[config.mk]
export PLATFORM = sky130hd
export DESIGN_NAME = seq_alu
export DESIGN_NICKNAME = d
export VERILOG_FILES = /design/src/rtl/seq_alu.sv
export SDC_FILE = /design/constraint.sdc
export NUM_CORES = 1
export LEC_CHECK = 0
export CAP_MARGIN = 5
export CORE_UTILIZATION = 36
export DETAILED_ROUTE_END_ITERATION = 12
export MAX_ROUTING_LAYER = met4
export PLACE_DENSITY_LB_ADDON = 0.12
export SYNTH_ARGS = -nofsm -noshare
export SYNTH_HDL_FRONTEND = slang
export SYNTH_SLANG_ARGS = --single-unit
export TNS_END_PERCENT = 30
[constraint.sdc]
create_clock -name clk -period 10.18 [get_ports clk]
set_clock_uncertainty 0.05 [all_clocks]
set_input_delay 3.054 -clock clk [delete_from_list [all_inputs] [get_ports clk]]
set_output_delay 3.054 -clock clk [all_outputs]
set_load 0.02 [all_outputs]
[src/rtl/seq_alu.sv]
// Multi-cycle EX-stage ALU: single-cycle ops, iterative shift-add MUL, restoring DIV/MOD.
// Define SEQ_ALU_FAST_MUL_EN to make MUL combinational and drop the MUL state.
//
// state | meaning
// IDLE  | waiting for start_i
// MUL   | shift-add multiply, one multiplier bit per cycle
// DIV   | restoring division, one quotient bit per cycle
// DONE  | done_o pulse, results valid
module seq_alu #(
    parameter int WIDTH   = 16,
    parameter int SHAMT_W = 4,
    parameter int IMM_W   = 8
) (
    input  logic             clk,
    input  logic             rst,
    input  logic             start_i,
    input  logic [4:0]       aluOp_i,
    input  logic [WIDTH-1:0] data1_i,
    input  logic [WIDTH-1:0] data2_i,
    input  logic [IMM_W-1:0] imm_i,
    output logic             busy_o,
    output logic             done_o,
    output logic [WIDTH-1:0] result_o,
    output logic             flag_o,
    output logic             divz_o
);
    localparam int CNT_W = $clog2(WIDTH) + 1;

    localparam logic [4:0] OP_NOP  = 5'd0,  OP_ADD  = 5'd1,  OP_SUB  = 5'd2,  OP_MUL  = 5'd3;
    localparam logic [4:0] OP_DIV  = 5'd4,  OP_MOD  = 5'd5,  OP_AND  = 5'd6,  OP_OR   = 5'd7;
    localparam logic [4:0] OP_XOR  = 5'd8,  OP_NOT  = 5'd9,  OP_SLL  = 5'd10, OP_SRL  = 5'd11;
    localparam logic [4:0] OP_SAR  = 5'd12, OP_SAL  = 5'd13, OP_LOD  = 5'd14, OP_STO  = 5'd15;
    localparam logic [4:0] OP_LODI = 5'd16, OP_STOI = 5'd17, OP_MOV  = 5'd18, OP_MOVI = 5'd19;
    localparam logic [4:0] OP_JMP  = 5'd20, OP_JMPI = 5'd21, OP_JEQ  = 5'd22, OP_JNE  = 5'd23;
    localparam logic [4:0] OP_JG   = 5'd24, OP_JL   = 5'd25, OP_JGU  = 5'd26, OP_JLU  = 5'd27;

`ifdef SEQ_ALU_FAST_MUL_EN
    typedef enum logic [1:0] {S_IDLE, S_DIV, S_DONE} state_t;
`else
    typedef enum logic [1:0] {S_IDLE, S_MUL, S_DIV, S_DONE} state_t;
`endif

    state_t             state;
    logic [CNT_W-1:0]   cnt;
    logic [WIDTH-1:0]   rem_q, quo_q, divisor_q;
    logic               mod_q;

    logic [SHAMT_W-1:0] shamt;
    logic [WIDTH-1:0]   imm_short, imm_long;
    logic [WIDTH-1:0]   sc_result;
    logic               sc_flag;
    logic               is_div, is_iter_mul;

    assign shamt     = imm_i[SHAMT_W-1:0];
    assign imm_short = WIDTH'($signed(imm_i[4:0]));
    assign imm_long  = WIDTH'($signed(imm_i));
    assign is_div    = (aluOp_i == OP_DIV) || (aluOp_i == OP_MOD);
`ifdef SEQ_ALU_FAST_MUL_EN
    assign is_iter_mul = 1'b0;
`else
    assign is_iter_mul = (aluOp_i == OP_MUL);
`endif

    // DIV/MOD only reach this path with a zero divisor; otherwise they go iterative.
    always_comb begin
        sc_result = '0;
        sc_flag   = 1'b0;
        case (aluOp_i)
            OP_ADD:           sc_result = data1_i + data2_i;
            OP_SUB:           sc_result = data1_i - data2_i;
            OP_MUL:           sc_result = data1_i * data2_i;
            OP_DIV:           sc_result = '1;
            OP_MOD:           sc_result = data1_i;
            OP_AND:           sc_result = data1_i & data2_i;
            OP_OR:            sc_result = data1_i | data2_i;
            OP_XOR:           sc_result = data1_i ^ data2_i;
            OP_NOT:           sc_result = ~data1_i;
            OP_SLL, OP_SAL:   sc_result = data1_i << shamt;
            OP_SRL:           sc_result = data1_i >> shamt;
            OP_SAR:           sc_result = WIDTH'($signed(data1_i) >>> shamt);
            OP_LOD, OP_STO,
            OP_MOV:           sc_result = data2_i;
            OP_LODI, OP_STOI: sc_result = data2_i + imm_short;
            OP_MOVI:          sc_result = imm_long;
            OP_JEQ:           sc_flag   = (data1_i == data2_i);
            OP_JNE:           sc_flag   = (data1_i != data2_i);
            OP_JG:            sc_flag   = ($signed(data1_i) > $signed(data2_i));
            OP_JL:            sc_flag   = ($signed(data1_i) < $signed(data2_i));
            OP_JGU:           sc_flag   = (data1_i > data2_i);
            OP_JLU:           sc_flag   = (data1_i < data2_i);
            default:          sc_result = '0;
        endcase
    end

    // Restoring step: remainder < divisor always holds, so bit WIDTH of the trial is its sign.
    logic [WIDTH:0]   div_trial;
    logic [WIDTH-1:0] rem_n, quo_n;
    always_comb begin
        div_trial = {rem_q, quo_q[WIDTH-1]} - {1'b0, divisor_q};
        if (!div_trial[WIDTH]) begin
            rem_n = div_trial[WIDTH-1:0];
            quo_n = {quo_q[WIDTH-2:0], 1'b1};
        end else begin
            rem_n = {rem_q[WIDTH-2:0], quo_q[WIDTH-1]};
            quo_n = {quo_q[WIDTH-2:0], 1'b0};
        end
    end

`ifndef SEQ_ALU_FAST_MUL_EN
    logic [WIDTH-1:0] acc_q, mcand_q, mplier_q, acc_n;
    assign acc_n = acc_q + (mplier_q[0] ? mcand_q : '0);
`endif

    always_ff @(posedge clk or posedge rst) begin
        if (rst) begin
            state     <= S_IDLE;
            cnt       <= '0;
            rem_q     <= '0;
            quo_q     <= '0;
            divisor_q <= '0;
            mod_q     <= 1'b0;
            busy_o    <= 1'b0;
            done_o    <= 1'b0;
            result_o  <= '0;
            flag_o    <= 1'b0;
            divz_o    <= 1'b0;
`ifndef SEQ_ALU_FAST_MUL_EN
            acc_q     <= '0;
            mcand_q   <= '0;
            mplier_q  <= '0;
`endif
        end else begin
            case (state)
                S_IDLE: begin
                    done_o <= 1'b0;
                    if (start_i) begin
                        if (is_iter_mul) begin
`ifndef SEQ_ALU_FAST_MUL_EN
                            state    <= S_MUL;
                            busy_o   <= 1'b1;
                            cnt      <= CNT_W'(WIDTH);
                            acc_q    <= '0;
                            mcand_q  <= data1_i;
                            mplier_q <= data2_i;
`endif
                        end else if (is_div && (data2_i != '0)) begin
                            state     <= S_DIV;
                            busy_o    <= 1'b1;
                            cnt       <= CNT_W'(WIDTH);
                            rem_q     <= '0;
                            quo_q     <= data1_i;
                            divisor_q <= data2_i;
                            mod_q     <= (aluOp_i == OP_MOD);
                        end else begin
                            state    <= S_DONE;
                            done_o   <= 1'b1;
                            result_o <= sc_result;
                            flag_o   <= sc_flag;
                            divz_o   <= is_div;
                        end
                    end
                end
`ifndef SEQ_ALU_FAST_MUL_EN
                S_MUL: begin
                    acc_q    <= acc_n;
                    mcand_q  <= mcand_q << 1;
                    mplier_q <= mplier_q >> 1;
                    cnt      <= cnt - 1'b1;
                    if (cnt == CNT_W'(1)) begin
                        state    <= S_DONE;
                        busy_o   <= 1'b0;
                        done_o   <= 1'b1;
                        result_o <= acc_n;
                        flag_o   <= 1'b0;
                        divz_o   <= 1'b0;
                    end
                end
`endif
                S_DIV: begin
                    rem_q <= rem_n;
                    quo_q <= quo_n;
                    cnt   <= cnt - 1'b1;
                    if (cnt == CNT_W'(1)) begin
                        state    <= S_DONE;
                        busy_o   <= 1'b0;
                        done_o   <= 1'b1;
                        result_o <= mod_q ? rem_n : quo_n;
                        flag_o   <= 1'b0;
                        divz_o   <= 1'b0;
                    end
                end
                S_DONE: begin
                    done_o <= 1'b0;
                    state  <= S_IDLE;
                end
                default: state <= S_IDLE;
            endcase
        end
    end
endmodule
==> Flow_metrics.wiki <==
{| class="wikitable"
! Metric !! Value
|-
| Number of enable flip-flop cells after synthesis || 0
|-
| Clock power share || 14.7%
|-
| Hold wc startpoint || mplier_q[1]$_DFFE_PP0P_
|-
| Most common library cell in the layout ignoring fill and taps || sky130_fd_sc_hd__nand2_1
|-
| Maximum vdd ir drop || 143.2 uV
|-
| Register area || 3103 sq um
|-
| Critical path start-end classification || input port to register
|-
| Via count of the first global-routing pass || 11,580
|-
| Hold Buf Count CTS || 0
|-
| Worst relative slew slack || 25.22%
|-
| Die Y || 188.5 um
|-
| Vias per cell || 5.972
|-
| Net Switching || 0.002029 W
|-
| Final worst path period need || 7020 ps
|-
| Ratio of cells with drive above 1 in the final layout || 8.987%
|-
| Number of setup violations in the final report || 0
|-
| First-pass GRT wire length || 74,930 um
|-
| Number of buffers added on ports || 67
|-
| Global route total overflow || 0
|-
| Placed standard-cell area || 13,530 sq um
|-
| Outcome || finished, final reports clean
|-
| Path depth of the worst reg2reg path || 12
|-
| Routed length per placed instance || 24.80 um
|-
| Number of clock sinks || 124
|-
| Sw frac || 49.39%
|-
| Max_cap viols || 0
|-
| Number of routed nets with antenna violations || 0
|-
| Hold violation count in the final report || 0
|-
| Number of H-tree levels || 4
|-
| Count of instances resized after the clock tree is built || 0
|-
| Top Ports || 68
|-
| Reg-to-reg endpoint || result_o[15]$_DFFE_PP0P_
|-
| CP Launch Point || aluOp_i[4]
|-
| Setup repair after global routing missed its margin || no
|-
| Fraction of registers with async set/reset || 100.0%
|-
| Number of library cell types mapped by synthesis || 95
|-
| GP Congestion || 0.9445
|-
| Insertion delay of the later-clocked pin in the worst-skew pair || 430 ps
|-
| Detailed-route wire length || 50,050 um
|-
| Cell area after layout || 14,110 sq um
|-
| Destination of the critical timing path || result_o[10]$_DFFE_PP0P_
|-
| Die Outline Area || 35,550 sq um
|-
| Number of filler cells placed in the layout || 3,462
|-
| Number of vias in the routed layout || 12,050
|-
| Sequential power share || 21.9%
|-
| Number of warnings printed during yosys synthesis || 0
|-
| Arrival time worst endpoint || 7280 ps
|-
| Highest attainable clock frequency || 142.5 MHz
|-
| Max Transition Viols Final || 0
|-
| Commonest non-fill, non-tap cells in the layout || 202 x sky130_fd_sc_hd__nand2_1, 168 x sky130_fd_sc_hd__o21ai_0, 124 x sky130_fd_sc_hd__dfrtp_1
|-
| Area of the core || 33,870 sq um
|-
| Final worst path period share || 68.96%
|-
| Remaining design rule violation count || 0
|-
| Internal power of the cells || 0.002079 W
|-
| Nets@finish || 1,708
|-
| Clock-pin slew on the worst setup and hold paths || 60 ps
|-
| Area of combinational cells with multiple inputs || 8653 sq um
|-
| Maximum clock path buffer count || 2
|-
| Setup bufs post-CTS || 0
|-
| Combinational group share of total power || 63.4%
|-
| Launch point of the worst reg-to-reg path || quo_q[15]$_DFFE_PP0P_
|-
| Total power divided by cell area || 291.1 nW/um^2
|-
| Flop and latch count out of synthesis || 124
|-
| Initial antenna violation count || 2
|-
| Commonest register cell after synthesis || sky130_fd_sc_hd__dfrtp_1
|-
| Inserted Clock Buffers || 17
|-
| Measured slew at the worst slew-check pin || 1112 ps
|-
| Crit Path Max Fanout || 21
|-
| Sort of element at the start of the critical path || input port
|-
| Area added between synthesis and finish || 12.65%
|-
| Worst Hold Slack || 429.0 ps
|-
| Share of synthesized area occupied by flip-flops and latches || 24.77%
|-
| Critical path endpoint category || register
|-
| Worst hold-check path type || register to register
|-
| Number of iterations in the first detailed-routing pass || 8
|-
| Avg Inst Size Synth || 8.124 sq um
|-
| Data required time at the worst endpoint || 10,440 ps
|-
| Pin count of the biggest net entering global routing || 75
|-
| Register-to-Register Setup Slack || 6380 ps
|-
| CTS root buffer || sky130_fd_sc_hd__clkbuf_16
|-
| First-iteration detailed-routing DRC count || 1,289
|-
| TritonCTS clock tree || done
|-
| Total negative setup slack || 0 ps
|-
| Starting Density || 36.99%
|-
| Site Rows || 67
|-
| Leak Pwr || 6.014 nW
|-
| Half-perimeter wire length of the detailed placement result || 37,470 um
|-
| Post-synthesis instance total || 1,542
|-
| Synthesized Nets || 1,694
|-
| Mapped cell area || 12,530 sq um
|-
| Total routing usage reported by global routing || 29.13%
|-
| Die width || 188.5 um
|}
==> per-layer routing <==
layer  share of wire, %  global-route usage (%)
met1                 45                   39.40
met3                6.8                   4.358
met2                 44                   43.58
met4                3.7                   11.32
met5                  0                       -
==> power by group through the flow <==
stage | Clock [W] | Combinational (W) | Sequential, W
2_1_floorplan | 0 | 0.00186 | 0.000879
5_1_grt | 0.000638 | 0.00285 | 0.000928
4_1_cts | 0.000617 | 0.00259 | 0.000898
3_5_place_dp | 0 | 0.00259 | 0.000905
3_3_place_gp | 0 | 0.00257 | 0.000899
6_report | 0.000606 | 0.00260 | 0.000898
==> cell type report <==
type	count	area share (%)
Multi-Input combinational cell	1234	61.32
Sequential cell	124	21.99
Timing Repair Buffer	100	6.472
Tap cell	448	3.972
Clock buffer	20	3.307
Inverter	79	2.137
Clock inverter	12	0.7891
Antenna cell	1	0.01773
==> per-stage QoR <==
stage | setup WS [ps] | std cells | utilization [%] | power [W]
finish | 3160 | 2018 | 41.67 | 0.004108
global route | 2952 | 2018 | 41.67 | 0.004413
CTS | 3285 | 2017 | 41.66 | 0.004109
detailed placement | 2828 | 1985 | 39.95 | 0.003490
global placement | 2875 | 1985 | 39.95 | 0.003469
floorplan | 3724 | 1542 | - | 0.002744
==> worst max-delay path, cell delays in order <==
cell and delay, ps:
sky130_fd_sc_hd__clkdlybuf4s50_1 710, sky130_fd_sc_hd__or3b_1 440, sky130_fd_sc_hd__nor2_1 150, sky130_fd_sc_hd__buf_4 270
sky130_fd_sc_hd__nand2_1 270, sky130_fd_sc_hd__o21ai_0 190, sky130_fd_sc_hd__ha_1 320, sky130_fd_sc_hd__a211oi_1 300
sky130_fd_sc_hd__nor3b_1 120, sky130_fd_sc_hd__nor4b_2 310, sky130_fd_sc_hd__nor2_1 100, sky130_fd_sc_hd__xor2_1 150
sky130_fd_sc_hd__a22o_1 230, sky130_fd_sc_hd__o31a_1 310, sky130_fd_sc_hd__o32a_1 340
==> synthesized netlist by cell type (25+ instances only) <==
library cell	number	area (sq um)
sky130_fd_sc_hd__dfrtp_1	124	3103
sky130_fd_sc_hd__buf_2	25	125.1
sky130_fd_sc_hd__ha_1	100	1251
sky130_fd_sc_hd__nand2_1	202	758.2
sky130_fd_sc_hd__o21ai_0	168	840.8
sky130_fd_sc_hd__inv_1	78	292.8
sky130_fd_sc_hd__nor2_1	103	386.6
sky130_fd_sc_hd__nand3_1	26	130.1
sky130_fd_sc_hd__mux2i_1	74	740.7
sky130_fd_sc_hd__nor3_1	31	155.2
sky130_fd_sc_hd__clkbuf_1	66	247.7
sky130_fd_sc_hd__a21oi_1	79	395.4
sky130_fd_sc_hd__xnor2_1	25	219.0
==> state kept, by name, summed over array words and instances, names as in the netlist <==
| register | cells |
|---|---|
| divisor_q | 16 |
| state | 2 |
| rem_q | 16 |
| done_o | 1 |
| quo_q | 16 |
| flag_o | 1 |
| busy_o | 1 |
| mcand_q | 16 |
| result_o | 16 |
| mplier_q | 16 |
| mod_q | 1 |
| cnt | 5 |
| acc_q | 16 |
| divz_o | 1 |
==> worst min path at each step <==
stage | cells after the start | to | slack (ps)
after CTS | 2 | mplier_q[15]$_DFFE_PP0P_ | 430
after detailed placement | 2 | mplier_q[1]$_DFFE_PP0P_ | 420
final | 2 | mplier_q[1]$_DFFE_PP0P_ | 430
after global placement | 2 | divisor_q[10]$_DFFE_PP0P_ | 410
after global routing | 2 | mplier_q[1]$_DFFE_PP0P_ | 450
after floorplan | 2 | mplier_q[15]$_DFFE_PP0P_ | 400
==> kinds of logic after synthesis <==
kind of cell	after synthesis	share of synthesized area, %
AO/OA/AOI/OAI	472	24.72
XOR/XNOR	47	3.286
adder cells (fa/ha/maj)	104	10.63
buffers and inverters	184	6.212
flip-flops	124	24.77
multiplexers	110	11.13
AND/OR/NAND/NOR	501	19.26
Note: power is estimated with default switching activity, not from simulation.
